File: src/rtl/payload_counter.sv
`default_nettype none
// ============================================================================
// Module      : payload_counter
// Description : Captures a serial length field after a flag is detected,
//               streams that many payload bits, then releases the detector.
// Revision    : 1.0 - initial release
// ============================================================================
module payload_counter #(
  parameter int LEN_W = 4
) (
  input  logic             clk,
  input  logic             rst,
  input  logic             det,
  input  logic             sin,
  output logic             en,
  output logic             busy,
  output logic             pvalid,
  output logic             pout,
  output logic [LEN_W-1:0] len,
  output logic [7:0]       frame_cnt,
  output logic             err
);

  localparam int                 c_IDX_W    = (LEN_W > 1) ? $clog2(LEN_W) : 1;
  localparam logic [c_IDX_W-1:0] c_IDX_LAST = c_IDX_W'(LEN_W - 1);

  typedef enum logic [1:0] {
    S_IDLE = 2'd0,
    S_LEN  = 2'd1,
    S_PAY  = 2'd2,
    S_REL  = 2'd3
  } state_t;

  state_t             r_state;
  logic [c_IDX_W-1:0] r_idx;
  logic [LEN_W-1:0]   r_remaining;
  logic [LEN_W-1:0]   w_len_next;

  // Length field arrives MSB first, so each new bit enters at the LSB.
  generate
    if (LEN_W > 1) begin : g_shift_wide
      assign w_len_next = {len[LEN_W-2:0], sin};
    end else begin : g_shift_narrow
      assign w_len_next = sin;
    end
  endgenerate

  always_ff @(posedge clk or posedge rst) begin
    if (rst) begin
      r_state     <= S_IDLE;
      r_idx       <= '0;
      r_remaining <= '0;
      en          <= 1'b0;
      busy        <= 1'b0;
      pvalid      <= 1'b0;
      pout        <= 1'b0;
      len         <= '0;
      frame_cnt   <= 8'd0;
      err         <= 1'b0;
    end else begin
      en     <= 1'b0;
      err    <= 1'b0;
      pvalid <= 1'b0;
      case (r_state)
        S_IDLE: begin
          if (det) begin
            r_state <= S_LEN;
            busy    <= 1'b1;
            len     <= '0;
            r_idx   <= '0;
          end
        end
        S_LEN: begin
          if (!det) begin
            r_state <= S_IDLE;
            busy    <= 1'b0;
            err     <= 1'b1;
          end else begin
            len   <= w_len_next;
            r_idx <= r_idx + c_IDX_W'(1);
            if (r_idx == c_IDX_LAST) begin
              if (w_len_next != '0) begin
                r_state     <= S_PAY;
                r_remaining <= w_len_next;
              end else begin
                r_state <= S_REL;
                en      <= 1'b1;
              end
            end
          end
        end
        S_PAY: begin
          if (!det) begin
            r_state <= S_IDLE;
            busy    <= 1'b0;
            err     <= 1'b1;
          end else begin
            pvalid      <= 1'b1;
            pout        <= sin;
            r_remaining <= r_remaining - LEN_W'(1);
            // The last payload bit and the release pulse share a cycle so
            // the det-to-en latency stays 1 + LEN_W + len.
            if (r_remaining == LEN_W'(1)) begin
              r_state <= S_REL;
              en      <= 1'b1;
            end
          end
        end
        S_REL: begin
          r_state   <= S_IDLE;
          busy      <= 1'b0;
          frame_cnt <= frame_cnt + 8'd1;
        end
        default: begin
          r_state <= S_IDLE;
          busy    <= 1'b0;
        end
      endcase
    end
  end

endmodule
`default_nettype wire

File: config.mk
export PLATFORM = sky130hd
export DESIGN_NAME = payload_counter
export DESIGN_NICKNAME = d
export VERILOG_FILES = /design/src/rtl/payload_counter.sv
export SDC_FILE = /design/constraint.sdc
export NUM_CORES = 1
export LEC_CHECK = 0
export CELL_PAD_IN_SITES_DETAIL_PLACEMENT = 0
export CELL_PAD_IN_SITES_GLOBAL_PLACEMENT = 1
export CORE_ASPECT_RATIO = 1.1
export CORE_MARGIN = 2
export CORE_UTILIZATION = 37
export DETAILED_ROUTE_END_ITERATION = 7
export GPL_TIMING_DRIVEN = 0
export HOLD_SLACK_MARGIN = 0.02
export PLACE_DENSITY = 0.73
export SLEW_MARGIN = 20
export SYNTH_ARGS = -nofsm -noshare
export SYNTH_HDL_FRONTEND = slang
export SYNTH_SLANG_ARGS = --single-unit
File: constraint.sdc
create_clock -name clk -period 1.45 [get_ports clk]
set_input_delay 0.29 -clock clk [delete_from_list [all_inputs] [get_ports clk]]
set_output_delay 0.29 -clock clk [all_outputs]
set_load 0.1 [all_outputs]
# Yosys cells after proc, flatten, opt, wreduce, memory -nomap -nowiden
# Index checks and enable logic that the tools add are counted.
[op_classes]
n_eq_ne = 13
n_addsub = 3
n_reduce_logical = 10
muxes = 31
[ops]
columns = ["op", "count"]
rows = [
  ["$mux 4", 6],
  ["$pmux 4 s2", 2],
  ["$mux 2", 7],
  ["$mux 1", 12],
  ["$ne 2x2->1 const B", 6],
  ["$add 8x1->8 const B", 1],
  ["$pmux 2 s4", 1],
  ["$eq 2x2->1 const B", 3],
  ["$ne 3x3->1 const B", 2],
  ["$reduce_and 3->1", 2],
  ["$reduce_and 5->1", 1],
  ["$eq 4x1->1 const B", 1],
  ["$pmux 2 s2", 1],
  ["$reduce_and 2->1", 2],
  ["$reduce_bool 2->1", 2],
  ["$reduce_bool 4->1", 1],
  ["$sub 4x1->4 const B", 1],
  ["$pmux 1 s3", 1],
  ["$add 2x1->2 const B", 1],
  ["$eq 2x1->1 const B", 1],
  ["$logic_not 2->1", 1],
  ["$pmux 1 s2", 1],
  ["$reduce_or 2->1", 1],
]
[word_totals]
reg_bits = 25
input_bits = 4

# Depth between registers and ports, before layout
[logic_depth]
depth_word = 5
ltp_mapped = 6
mapped_depth_nobuf = 6

# Worst setup path after synthesis
# No wires, ideal clock.
[synth_path]
path_type = "register to register"
start = "register len[1]"
end = "register r_remaining[3]"
path_buffers = 0
arrival_time_ps = 1733
setup_time_ps = 140
stages_incl_launch_ff = 5
setup_slack_ps = -423
period_less_slack_ps = 1873
cell_sequence = "dfrtp_1 -> nor4_4 -> o22ai_4 -> a41oi_2 -> o221ai_2"
[synth_between]
elab_chain_len = 3
[synth_lines]
columns = ["item", "line_no", "source"]
rows = [
  ["start, declared", "19", "output logic [LEN_W-1:0] len,"],
  ["start signal, assigned", "79", "len <= w_len_next;"],
  ["$reduce_bool 4->1", "82", "if (w_len_next != '0) begin"],
  ["$ne 2x2->1 (no line)", "-", ""],
  ["$reduce_and 5->1 (no line)", "-", ""],
  ["end signal, assigned", "84", "r_remaining <= w_len_next;"],
  ["end signal, assigned", "100", "r_remaining <= r_remaining - LEN_W'(1);"],
  ["end, declared", "36", "logic [LEN_W-1:0] r_remaining;"],
]
# No other way between the ends.
# A chain may end at the register's enable or synchronous reset.

# Final worst setup path
[layout_path]
start = "input sin"
end = "register r_remaining[3]"
[layout_between]
elab_chain_len = 3
[layout_lines]
columns = ["item", "line_no", "source"]
rows = [
  ["start, declared", "14", "input logic sin,"],
  ["$reduce_bool 4->1", "82", ""],
  ["$ne 2x2->1 (no line)", "-", ""],
  ["$reduce_and 5->1 (no line)", "-", ""],
]
# No other way between the ends.

==> results.tsv <==
metric	value	unit
syn avg cell area	11.6	um^2
ANT cells	0	
Yosys Warn Count	0	
Req. time, crit path	1.64	ns
max-slew violations	0	
Core Region	3280	um^2
Via Count	915	
First DRT Iteration DRCs	45	
WL final	2510	um
TritonCTS buffer count	3	
CTS tree	built	
Pre-antenna DRT Iters	4	
failing checks	setup timing	
Final period util	103	%
RSZ-0062 raised after global routing	true	
setup TNS	-0.0376	ns
Crit path arrival time	1.68	ns
crit path kind	primary input to flip-flop	
fillcell total	309	
gpl congestion	0.739	
post-route antenna net violation count	0	
PortBufs	20	
Clock Latency Late Sink	0.32	ns
H-Tree Level Count	1	
count of flip-flops with a built-in enable after synthesis	0	
#FFs+latches synth	25	
fmax	0.672	GHz
Post-CTS Hold Fix Bufs	0	
Residual DRC	0	
crit path time final	1.49	ns
post-synthesis async set-or-reset flop share	100	%
Worst-Margin Slew	0.964	ns
status	finished, violations left	
setup violators final	1	
CP Max Fanout	8	
Clock transition at path regs	0.15	ns
Clock Skews	0.0162	ns
Core Rows	22	
final hold vios	0	
worst hold slack	0.470	ns
Worst setup SP type	primary input	
CTS sink cnt	25	
worst setup margin	-0.0376	ns
Cells after Synth	108	
WL/cell	14.1	um
count of different cell masters after synthesis	33	
Congestion Overflow GR	0	
post-place setup slack	-0.423	ns
initial antenna violation count	0	
area grow syn2layout	34.4	%
Max Buffers Root-to-Sink	2	
Post-DP HPWL	1660	um
sequential share of the synthesized area	50.2	%
total routing usage reported by global routing	13.8	%
critical path endpoint category	flip-flop	
Top-Level Pins	21	
first-pass GRT wire length	4030	um
vias per cell	5.14	
full die area	3850	um^2
Die X	59.4	um
largest net degree at the start of global routing	26	
Synth Cell Area	1250	um^2
ys flop type	dfrtp_1	
Hold Path Class	primary input to asynchronous set/reset pin	
vias in the first global route	885	
Die H	64.9	um
worst relative slew slack	35.6	%
fraction of layout cells with a size suffix above 1	48.6	%
# nets final	156	
Synthesized Nets	121	
clk root buf	clkbuf_4	
MaxCap Viol Count	0	
starting density of the core	38.1	%
[stage by stage]
| stage | cells | util (%) | area [um^2] |
|---|---|---|---|
| 3_3_place_gp | 164 | 46.3 | 1520 |
| 2_1_floorplan | 108 | - | 1270 |
| 3_5_place_dp | 164 | 46.3 | 1520 |
| 5_1_grt | 178 | 51.2 | 1680 |
| 4_1_cts | 174 | 48.6 | 1590 |
| 6_report | 178 | 51.2 | 1680 |
[cells in the final DEF (no fill, tap or decap), types with 2 or more instances in the layout]
cell type	netlist	routed
buf_4	2	19
dfrtp_1	25	17
nand2_1	11	9
inv_1	8	6
clkbuf_4	0	6
o21ai_0	7	4
xnor2_1	4	4
ha_1	9	4
dfrtp_4	0	4
dfrtp_2	0	4
buf_2	0	4
a22o_1	3	3
mux2_2	3	3
a21oi_1	4	3
xor2_1	3	3
ha_2	0	3
clkdlybuf4s50_1	0	3
buf_6	0	3
a22o_2	2	2
nand2_4	0	2
o21ai_1	0	2
nand2b_1	3	2
o211ai_1	2	2
nand4_1	2	2
nand3_1	2	2
inv_2	0	2
ha_4	0	2
[synth_stat cells (2+ instances only)]
library cell  number  share of area, %
dfrtp_1           25                50
nand2_1           11               3.3
ha_1               9               9.0
inv_1              8               2.4
o21ai_0            7               2.8
a21oi_1            4               1.6
xnor2_1            4               2.8
a22o_1             3               2.1
mux2_2             3               2.7
nand2b_1           3               1.5
xor2_1             3               2.1
a22o_2             2               1.6
buf_4              2               1.2
nand3_1            2              0.80
nand4_1            2               1.0
nor2_1             2              0.60
o211ai_1           2               1.2
[worst max-delay path: stages]
cell             delay, ns
clkdlybuf4s50_1       0.53
nor4_4                0.28
buf_4                 0.18
o22ai_4               0.11
a41oi_2               0.18
o221ai_2              0.10
[routing by layer]
metal  GRT usage, %  share of wire, %
met5              0                 0
met1           18.2                47
met4           5.11              0.76
met3           2.40               3.5
met2           22.3                49
[registers in the layout (all words and copies together), names as in the netlist, 2 cells and up]
name	flops
r_state	2
r_remaining	4
len	4
frame_cnt	8
r_idx	2
[logic make-up after synthesis]
family	count (synthesis)	share of synthesized area (%)
adders and majority gates	9	9.03
and+or+nand+nor	28	12.9
buffers and inverters	10	3.61
AOI/OAI and AO/OA	26	16.7
DFF	25	50.2
xor gates and xnor gates	7	4.91
muxes	3	2.71
[final cells by class]
| class | instances | area (um^2) | share of cell area (%) |
|---|---|---|---|
| multi-input cells | 73 | 679 | 40.5 |
| clock buffers | 3 | 22.5 | 1.34 |
| flip-flops and latches | 25 | 646 | 38.5 |
| repair buffers | 30 | 234 | 14.0 |
| clock inverters | 1 | 5.00 | 0.299 |
| plain buffers | 2 | 15.0 | 0.896 |
| well taps | 36 | 45.0 | 2.69 |
| inverters | 8 | 30.0 | 1.79 |
[worst paths after layout]
check / start / to / slack [ns] / cells after the start
max: sin / r_remaining[3] / -0.04 / 6
min: rst / frame_cnt[5] / 0.47 / 2
max reg2reg: len[2] / r_remaining[3] / -0.02 / 5
min reg2reg: frame_cnt[7] / frame_cnt[7] / 0.49 / 1
max in group asynchronous: rst / frame_cnt[1] / 0.26 / 2
min in group clk: frame_cnt[7] / frame_cnt[7] / 0.49 / 1
[what timing repair did]
action,in CTS,in global routing
resized for setup,114,13
setup buffers,6,4
pin swaps,5,7
endpoints found under the setup margin,32,15
Power is not shown: default switching activity piles up to over one toggle a cycle in this logic, so the estimate is an artifact.
